$ cat config.mk
export PLATFORM = sky130hd
export DESIGN_NAME = cronometro_bcd_lap
export DESIGN_NICKNAME = d
export VERILOG_FILES = /design/src/rtl/cronometro_bcd_lap.sv
export SDC_FILE = /design/constraint.sdc
export NUM_CORES = 1
export LEC_CHECK = 0
export CAP_MARGIN = 20
export CORE_AREA = 2 2 99 101
export DETAILED_ROUTE_END_ITERATION = 12
export DIE_AREA = 0 0 101 103
export HOLD_SLACK_MARGIN = 0.12
export PLACE_DENSITY_LB_ADDON = 0.05
export SYNTH_ARGS = -nofsm -noshare
export SYNTH_HDL_FRONTEND = slang
export SYNTH_SLANG_ARGS = --single-unit
$ cat constraint.sdc
create_clock -name clk -period 8.4 [get_ports clk]
set_clock_uncertainty 0.05 [all_clocks]
set_input_delay 1.68 -clock clk [delete_from_list [all_inputs] [get_ports clk]]
set_output_delay 1.68 -clock clk [all_outputs]
set_load 0.01 [all_outputs]
$ cat src/rtl/cronometro_bcd_lap.sv
// cronometro_bcd_lap: MM:SS.mmm stopwatch counting in cascaded BCD from a
// prescaled tick, with start/stop/clear command pulses and seven 7-segment
// digit outputs. Optional lap freeze of the displayed time is built when the
// macro CRONO_LAP_EN is defined; without it the lap input is ignored and the
// display always shows the live time.
module cronometro_bcd_lap #(
    parameter int CLK_HZ         = 50_000_000,
    parameter int TICK_HZ        = 1000,
    parameter int MAX_MIN        = 59,
    parameter int SEG_ACTIVE_LOW = 1
) (
    input  logic        clk,
    input  logic        rst_n,
    input  logic        start_stop,
    input  logic        clear,
    input  logic        lap,
    output logic        running,
    output logic        lap_hold,
    output logic        wrap,
    output logic [11:0] ms_bcd,
    output logic [7:0]  sec_bcd,
    output logic [7:0]  min_bcd,
    output logic [6:0]  hex0,
    output logic [6:0]  hex1,
    output logic [6:0]  hex2,
    output logic [6:0]  hex3,
    output logic [6:0]  hex4,
    output logic [6:0]  hex5,
    output logic [6:0]  hex6
);

    // DIV must be an integer >= 2 (CLK_HZ a multiple of TICK_HZ).
    localparam int              DIV      = CLK_HZ / TICK_HZ;
    localparam int              PW       = (DIV > 2) ? $clog2(DIV) : 1;
    localparam logic [PW-1:0]   PRE_LAST = PW'(DIV - 1);
    localparam logic [7:0]      MIN_LAST = {4'(MAX_MIN / 10), 4'(MAX_MIN % 10)};

    typedef enum logic [1:0] {
        ST_IDLE  = 2'd0,
        ST_RUN   = 2'd1,
        ST_PAUSE = 2'd2
    } state_t;

    state_t         state_q, state_d;
    logic [PW-1:0]  presc_q, presc_d;
    logic [11:0]    ms_q, ms_d;
    logic [7:0]     sec_q, sec_d;
    logic [7:0]     min_q, min_d;
    logic           wrap_q, wrap_d;

    logic           tick;
    logic           c1, c2, c3, c4, c5;
    logic           min_max;

    logic [11:0]    disp_ms;
    logic [7:0]     disp_sec;
    logic [7:0]     disp_min;

    // One BCD digit step: advance when enabled, roll to 0 after 'last'.
    function automatic logic [3:0] dig_next(input logic [3:0] d,
                                            input logic [3:0] last,
                                            input logic       en);
        if (!en) return d;
        return (d == last) ? 4'd0 : d + 4'd1;
    endfunction

    // Segment pattern in {g..a} order, polarity set by SEG_ACTIVE_LOW.
    function automatic logic [6:0] seg7(input logic [3:0] d);
        logic [6:0] raw;
        case (d)
            4'd0:    raw = 7'h3F;
            4'd1:    raw = 7'h06;
            4'd2:    raw = 7'h5B;
            4'd3:    raw = 7'h4F;
            4'd4:    raw = 7'h66;
            4'd5:    raw = 7'h6D;
            4'd6:    raw = 7'h7D;
            4'd7:    raw = 7'h07;
            4'd8:    raw = 7'h7F;
            4'd9:    raw = 7'h6F;
            default: raw = 7'h00;
        endcase
        return (SEG_ACTIVE_LOW != 0) ? ~raw : raw;
    endfunction

    // Tick on the last prescaler count of a RUN cycle; carries ripple
    // combinationally so the whole cascade updates on the same edge.
    assign tick    = (state_q == ST_RUN) && (presc_q == PRE_LAST);
    assign c1      = tick && (ms_q[3:0]   == 4'd9);
    assign c2      = c1   && (ms_q[7:4]   == 4'd9);
    assign c3      = c2   && (ms_q[11:8]  == 4'd9);
    assign c4      = c3   && (sec_q[3:0]  == 4'd9);
    assign c5      = c4   && (sec_q[7:4]  == 4'd5);
    assign min_max = (min_q == MIN_LAST);

    // FSM next state: clear dominates, start_stop toggles run/pause.
    always_comb begin
        state_d = state_q;
        if (clear) begin
            state_d = ST_IDLE;
        end else if (start_stop) begin
            case (state_q)
                ST_IDLE:  state_d = ST_RUN;
                ST_RUN:   state_d = ST_PAUSE;
                ST_PAUSE: state_d = ST_RUN;
                default:  state_d = ST_IDLE;
            endcase
        end
    end

    // Prescaler and BCD cascade next values; prescaler freezes outside RUN
    // so a resume keeps the sub-tick phase.
    always_comb begin
        presc_d = presc_q;
        ms_d    = {dig_next(ms_q[11:8], 4'd9, c2),
                   dig_next(ms_q[7:4],  4'd9, c1),
                   dig_next(ms_q[3:0],  4'd9, tick)};
        sec_d   = {dig_next(sec_q[7:4], 4'd5, c4),
                   dig_next(sec_q[3:0], 4'd9, c3)};
        min_d   = min_q;
        wrap_d  = 1'b0;
        if (state_q == ST_RUN) begin
            presc_d = tick ? '0 : presc_q + 1'b1;
        end
        if (c5) begin
            if (min_max) begin
                min_d  = 8'h00;
                wrap_d = 1'b1;
            end else begin
                min_d = {dig_next(min_q[7:4], 4'd9, min_q[3:0] == 4'd9),
                         dig_next(min_q[3:0], 4'd9, 1'b1)};
            end
        end
        if (clear) begin
            presc_d = '0;
            ms_d    = 12'h000;
            sec_d   = 8'h00;
            min_d   = 8'h00;
            wrap_d  = 1'b0;
        end
    end

    // State, prescaler, digits and wrap pulse registers.
    always_ff @(posedge clk or negedge rst_n) begin
        if (!rst_n) begin
            state_q <= ST_IDLE;
            presc_q <= '0;
            ms_q    <= 12'h000;
            sec_q   <= 8'h00;
            min_q   <= 8'h00;
            wrap_q  <= 1'b0;
        end else begin
            state_q <= state_d;
            presc_q <= presc_d;
            ms_q    <= ms_d;
            sec_q   <= sec_d;
            min_q   <= min_d;
            wrap_q  <= wrap_d;
        end
    end

`ifdef CRONO_LAP_EN
    logic        lap_hold_q, lap_hold_d;
    logic [27:0] lap_q, lap_d;

    // Lap toggles the freeze; capture takes the post-tick value of this edge.
    always_comb begin
        lap_hold_d = lap_hold_q;
        lap_d      = lap_q;
        if (clear) begin
            lap_hold_d = 1'b0;
        end else if (lap && (state_q != ST_IDLE)) begin
            if (!lap_hold_q) begin
                lap_d      = {min_d, sec_d, ms_d};
                lap_hold_d = 1'b1;
            end else begin
                lap_hold_d = 1'b0;
            end
        end
    end

    // Lap freeze flag and captured time.
    always_ff @(posedge clk or negedge rst_n) begin
        if (!rst_n) begin
            lap_hold_q <= 1'b0;
            lap_q      <= 28'h0;
        end else begin
            lap_hold_q <= lap_hold_d;
            lap_q      <= lap_d;
        end
    end

    assign lap_hold = lap_hold_q;
    assign {disp_min, disp_sec, disp_ms} = lap_hold_q ? lap_q : {min_q, sec_q, ms_q};
`else
    logic unused_lap;
    assign unused_lap = lap;
    assign lap_hold   = 1'b0;
    assign {disp_min, disp_sec, disp_ms} = {min_q, sec_q, ms_q};
`endif

    assign running = (state_q == ST_RUN);
    assign wrap    = wrap_q;
    assign ms_bcd  = ms_q;
    assign sec_bcd = sec_q;
    assign min_bcd = min_q;

    assign hex0 = seg7(disp_ms[3:0]);
    assign hex1 = seg7(disp_ms[7:4]);
    assign hex2 = seg7(disp_ms[11:8]);
    assign hex3 = seg7(disp_sec[3:0]);
    assign hex4 = seg7(disp_sec[7:4]);
    assign hex5 = seg7(disp_min[3:0]);
    assign hex6 = seg7(disp_min[7:4]);

endmodule

==> results.py, run 1 <==
metrics = {
    "run_status": {
        "outcome": "finished, final reports clean",
    },
    "cells_and_area": {
        "fin_util_pct": 48.78,
        "antenna_cells": 0,
        "syn2layout_area_growth_pct": 27.52,
        "drive_gt1_share_pct": 4.851,
        "layout.nets": 569,
    },
    "global_routing": {
        "antenna_found_initial": 0,
        "grt_pass1_wl_um": 15740,
        "met1_usage_pct": 24.73,
        "track_usage_pct": 18.15,
        "grt_busiest_layer": "met2",
        "grt_pass1_vias": 3311,
        "gr-total-overflow": 0,
        "grt_max_degree": 48,
        "met2_usage_pct": 31.74,
        "grt_use_met3_pct": 2.169,
    },
    "pwr": {
        "switching_power_w": 0.00009244,
        "combPwrFrac_pct": 4.9,
        "p_sw_share_pct": 21.93,
        "p_leak_nw": 1.909,
        "max-vdd-ir-drop_mv": 0.08350,
        "p_seq_share_pct": 54.3,
        "p_int_w": 0.0003291,
        "clockPowerShare_pct": 40.7,
        "powerDensity_nw_per_um2": 91.35,
    },
    "setup_path": {
        "start_kind": "register",
        "crit_arrival_ns": 2.22,
        "end_kind": "output port",
        "crit_fanout": 8,
        "critPathKind": "register to output port",
        "required_ns": 6.67,
    },
    "clocking": {
        "post_cts_buffers": 0,
        "cts_resized": 0,
        "htree_levels": 2,
        "clockBufferDepth": 2,
        "cts.clk_slew.worst_paths_ns": 0.09,
        "cts_tree": "yes",
        "cts_hold_buf": 0,
        "root_buffer": "clkbuf_8",
        "clock_latency_ns": 0.29,
        "cts_sinks": 47,
        "cts_buffers": 5,
    },
    "placement": {
        "io_buffers": 82,
        "gp_congestion": 0.8466,
        "hpwl_um": 6693,
    },
    "yosys": {
        "synth-seq-cells": 47,
        "synth.top_cell.area_share_pct": 32.50,
        "post-synth-top-count-cell": "a21oi_1",
        "synth_fp_nets": 500,
        "ys_async_sr_fraction_pct": 100.0,
        "syn-cell-area_um2": 3618,
        "synth.avg_cell_area_um2": 7.765,
        "yosysSeqAreaShare_pct": 32.50,
        "ys_types": 50,
        "synth_edf_count": 0,
        "synth_area_leaders": "dfrtp_1 33%, ha_1 10%, a21oi_1 8.4%",
        "yosys_warnings": 0,
        "synth.largest_area_cell": "dfrtp_1",
        "synth_flop_cell": "dfrtp_1",
        "ys_top_cells_by_count": "61 x a21oi_1, 56 x nor2_1, 47 x dfrtp_1, 45 x nand2_1, 31 x inv_1",
        "syn_inst": 466,
    },
    "sta": {
        "slew_headroom_pct": 46.83,
        "hold_violations": 0,
        "timing_worst_slew_pin_value_ns": 0.7903,
        "fin_tns_setup_ns": 0,
        "finalSetupViolCount": 0,
        "max_freq_ghz": 0.2532,
        "report.final.slew_viol_count": 0,
        "holdWs_ns": 0.4847,
        "finalCriticalPeriod_ns": 3.950,
        "grt_setup_unrepaired": "false",
        "fin_crit_sh_pct": 47.02,
    },
    "die": {
        "die_area_um2": 10400,
        "die_h_um": 103,
        "rows": 36,
        "core_area_um2": 9459,
        "ios": 85,
        "initial_utilization_pct": 38.25,
        "die_w_um": 101,
    },
    "run": {
        "cap_violations": 0,
    },
    "drt": {
        "wl_per_cell_um": 13.95,
        "routed_via_density": 5.445,
        "vias": 3539,
        "totalWireLength_um": 9069,
        "drc": 0,
        "postRouteAntennaNets": 0,
        "drt_iter0_markers": 162,
        "dr.pass1.iters": 4,
    },
    "hold_path": {
        "hp-class": "register to register",
    },
}
## placed cells by master, fill, tap and decap left out, types with 5 or more instances in the layout
cell	n
inv_1	31
nor2b_1	6
a31oi_1	7
nand3b_1	5
nor2_1	56
clkdlybuf4s50_1	81
ha_1	29
dfrtp_1	47
nand2_1	45
a21oi_1	61
nand3_1	24
nand4_1	14
nor4_1	5
nor3_1	7
xor2_1	14
a22oi_1	5
o21ai_0	25
clkbuf_8	6
or2_2	7
nand2b_1	6
## state kept, by name (all words and copies together), names as in the netlist
signal,cells
presc_q,16
sec_bcd,8
ms_bcd,12
state_q,2
min_bcd,8
wrap,1
## worst paths after layout
kind                                        start                      to  slack, ns  cells after the start
setup / recovery            ms_bcd[9]$_DFFE_PN0P_                 hex2[3]       4.45                      6
hold / removal             state_q[1]$_DFFE_PN0P_  state_q[1]$_DFFE_PN0P_       0.48                      2
setup reg to reg           presc_q[0]$_DFFE_PN0P_  min_bcd[4]$_DFFE_PN0P_       5.53                      6
hold reg to reg            state_q[1]$_DFFE_PN0P_  state_q[1]$_DFFE_PN0P_       0.48                      2
max in group asynchronous                   rst_n   ms_bcd[2]$_DFFE_PN0P_       6.46                      2
min in group asynchronous                   rst_n  presc_q[5]$_DFFE_PN0P_       1.43                      2
## per-stage QoR
step | power (W) | cell area, um2 | cells | setup WS (ns)
2_1_floorplan | 0.0002442 | 3618 | 466 | 5.328
3_3_place_gp | 0.0002546 | 4497 | 642 | 4.486
3_5_place_dp | 0.0002549 | 4497 | 642 | 4.486
4_1_cts | 0.0004285 | 4614 | 650 | 4.431
5_1_grt | 0.0004418 | 4614 | 650 | 4.290
6_report | 0.0004215 | 4614 | 650 | 4.450
## routing by layer
| metal | part of all wire [%] | up-vias |
|---|---|---|
| met2 | 50 | 60 |
| met3 | 3.0 | 2 |
| met5 | 0 | - |
| li1 | - | 1777 |
| met1 | 47 | 1700 |
| met4 | 0.23 | 0 |
## power by group through the flow
stage | Clock (W) | Combinational (W) | Sequential (W)
CTS | 0.000178 | 0.0000214 | 0.000229
floorplan | 0 | 0.0000110 | 0.000233
detailed placement | 0 | 0.0000214 | 0.000233
finish | 0.000172 | 0.0000207 | 0.000229
global placement | 0 | 0.0000212 | 0.000233
global route | 0.000189 | 0.0000238 | 0.000229
## kinds of logic after synthesis
family,count (synthesis),share of synthesized area (%)
AND/OR/NAND/NOR,197,27.35
AO/OA/AOI/OAI,118,19.09
buffers and inverters,54,5.947
flip-flops,47,32.50
adder cells (fa/ha/maj),29,10.03
XOR/XNOR,16,3.873
multiplexers,4,1.107
other,1,0.1036
## worst max-delay path: stages, from the launching register on
cell and delay, ns:
dfrtp_1 0.51, inv_1 0.16, ha_1 0.23, or2_2 0.27
a21oi_1 0.20, a31oi_1 0.06, clkdlybuf4s50_1 0.49
## area by class of cell
type	instances	area (um2)
tap	114	142.6
fill	924	4845
clock buffer	6	82.58
timing repair buffer	84	830.8
inverter	32	120.1
sequential	47	1176
clock inverter	2	35.03
multi-input combinational	365	2227
No activity file was read; power rests on OpenSTA's default activity.
==> run 2, diff against run 1 <==
==> constraint.sdc (replaced) <==
create_clock -name clk -period 3.3 [get_ports clk]
set_clock_uncertainty 0.05 [all_clocks]
set_input_delay 0.66 -clock clk [delete_from_list [all_inputs] [get_ports clk]]
set_output_delay 0.66 -clock clk [all_outputs]
set_load 0.01 [all_outputs]
==> run 2 against run 1 <==
Die area is the same; worst hold slack lost 0.16 ns; power grew 130%; register-to-register slack lost 5.1 ns; non-clock buffer count grew 4; worst setup slack lost 4.1 ns; combinational power grew to 2.6 times the previous value; critical path type unchanged.
==> results.py, run 2 (synthesized netlist as in run 1, its figures left out) <==
metrics = {
    "run_status": {
        "outcome": "finished, final reports clean",
    },
    "drt": {
        "totalWireLength_um": 9240,
        "wl_per_cell_um": 14.13,
        "drt_iter0_markers": 160,
        "routed_via_density": 5.367,
        "drc": 0,
        "postRouteAntennaNets": 0,
        "vias": 3510,
        "dr.pass1.iters": 4,
    },
    "pwr": {
        "max-vdd-ir-drop_mv": 0.1860,
        "powerDensity_nw_per_um2": 210.7,
        "p_leak_nw": 1.911,
    },
    "placement": {
        "gp_congestion": 0.7990,
        "hpwl_um": 6869,
        "io_buffers": 82,
    },
    "die": {
        "core_area_um2": 9459,
        "die_area_um2": 10400,
        "rows": 36,
        "die_w_um": 101,
        "ios": 85,
        "initial_utilization_pct": 38.25,
        "die_h_um": 103,
    },
    "setup_path": {
        "rr_worst_depth": 6,
        "required_ns": 2.59,
        "end_kind": "output port",
        "reg2reg_to": "min_bcd[6]$_DFFE_PN0P_",
        "start_kind": "register",
        "crit_fanout": 8,
        "cp-endpoint": "hex2[3]",
        "crit_arrival_ns": 2.27,
        "r2r-start": "presc_q[0]$_DFFE_PN0P_",
        "crit_start": "ms_bcd[9]$_DFFE_PN0P_",
        "critPathKind": "register to output port",
        "r2r_slack_ns": 0.46,
    },
    "clocking": {
        "cts_tree": "yes",
        "cts_sinks": 47,
        "root_buffer": "clkbuf_8",
        "cts_resized": 0,
        "cts_buffers": 5,
        "htree_levels": 2,
        "post_cts_buffers": 0,
        "clock_latency_ns": 0.30,
        "clockBufferDepth": 2,
        "cts_hold_buf": 0,
        "cts.clk_slew.worst_paths_ns": 0.09,
    },
    "global_routing": {
        "gr-total-overflow": 0,
        "track_usage_pct": 17.52,
        "antenna_found_initial": 0,
        "grt_pass1_vias": 3173,
        "grt_pass1_wl_um": 15100,
        "grt_max_degree": 38,
    },
    "run": {
        "cap_violations": 0,
    },
    "cells_and_area": {
        "layout_common_cells": "81 x clkdlybuf4s50_1, 61 x a21oi_1, 56 x nor2_1",
        "antenna_cells": 0,
        "layout_commonest_cell": "clkdlybuf4s50_1",
        "largest_reg_flops": 16,
        "regMostFlops": "presc_q",
        "drive_gt1_share_pct": 5.185,
        "layout.nets": 573,
        "fin_util_pct": 48.72,
        "final.fill_count": 974,
        "syn2layout_area_growth_pct": 27.35,
    },
    "sta": {
        "timing_worst_slew_pin_value_ns": 0.8194,
        "fin_tns_setup_ns": 0,
        "slew_headroom_pct": 44.87,
        "fin_crit_sh_pct": 90.38,
        "grt_setup_unrepaired": "false",
        "hold_violations": 0,
        "max_freq_ghz": 0.3353,
        "report.final.slew_viol_count": 0,
        "finalSetupViolCount": 0,
        "finalCriticalPeriod_ns": 2.983,
    },
    "hold_path": {
        "hp-class": "primary input to asynchronous set/reset pin",
    },
}
run 2: final cells by class:
class,count,area [um2],area share [%]
clock buffers,7,76.32,1.656
well taps,114,142.6,3.095
flip-flops and latches,47,1176,25.52
clock inverters,1,5.005,0.1086
multi-input cells,365,2227,48.33
inverters,32,120.1,2.607
repair buffers,88,860.8,18.68
run 2: worst max-delay path, cell delays in order (launching register included):
cell and delay (ns):
dfrtp_1 0.54, inv_1 0.17, ha_1 0.24, or2_2 0.27
a21oi_1 0.19, a31oi_1 0.06, clkdlybuf4s50_1 0.49
run 2: where the power goes:
| group | leakage, nW | switching (W) | internal, W |
|---|---|---|---|
| combinational | 1.21 | 0.0000402 | 0.0000133 |
| clock | 0.0422 | 0.000186 | 0.000149 |
| sequential | 0.655 | 0.00000347 | 0.000579 |
| total | 1.91 | 0.000230 | 0.000741 |
run 2: per-stage QoR:
step                      power (W)  hold slack (ns)  worst slack, ns  instances  instance area, um2
final                     0.0009710           0.3206           0.3173        654                4608
after global routing       0.001011           0.3787           0.2199        654                4608
after CTS                 0.0009904           0.3412           0.3339        654                4608
after detailed placement  0.0006492           0.4681           0.4825        646                4527
after global placement    0.0006485           0.4462           0.5681        646                4527
after floorplan           0.0006216           0.3144           0.6356        466                3618
run 2: per-layer routing:
| layer | vias up | track usage [%] | part of all wire (%) |
|---|---|---|---|
| met5 | - | 0 | 0 |
| met3 | 4 | 2.102 | 3.1 |
| met1 | 1666 | 23.42 | 47 |
| met2 | 62 | 30.92 | 49 |
| met4 | 0 | 3.222 | 0.55 |
| li1 | 1778 | - | - |
run 2: worst min-delay path by stage:
stage	to	start	slack (ns)	cells after the start
final	presc_q[5]$_DFFE_PN0P_	rst_n	0.32	1
after global routing	presc_q[4]$_DFFE_PN0P_	rst_n	0.38	1
after CTS	presc_q[11]$_DFFE_PN0P_	rst_n	0.34	1
after detailed placement	state_q[1]$_DFFE_PN0P_	state_q[1]$_DFFE_PN0P_	0.47	2
after global placement	state_q[1]$_DFFE_PN0P_	state_q[1]$_DFFE_PN0P_	0.45	2
after floorplan	min_bcd[0]$_DFFE_PN0P_	rst_n	0.31	0
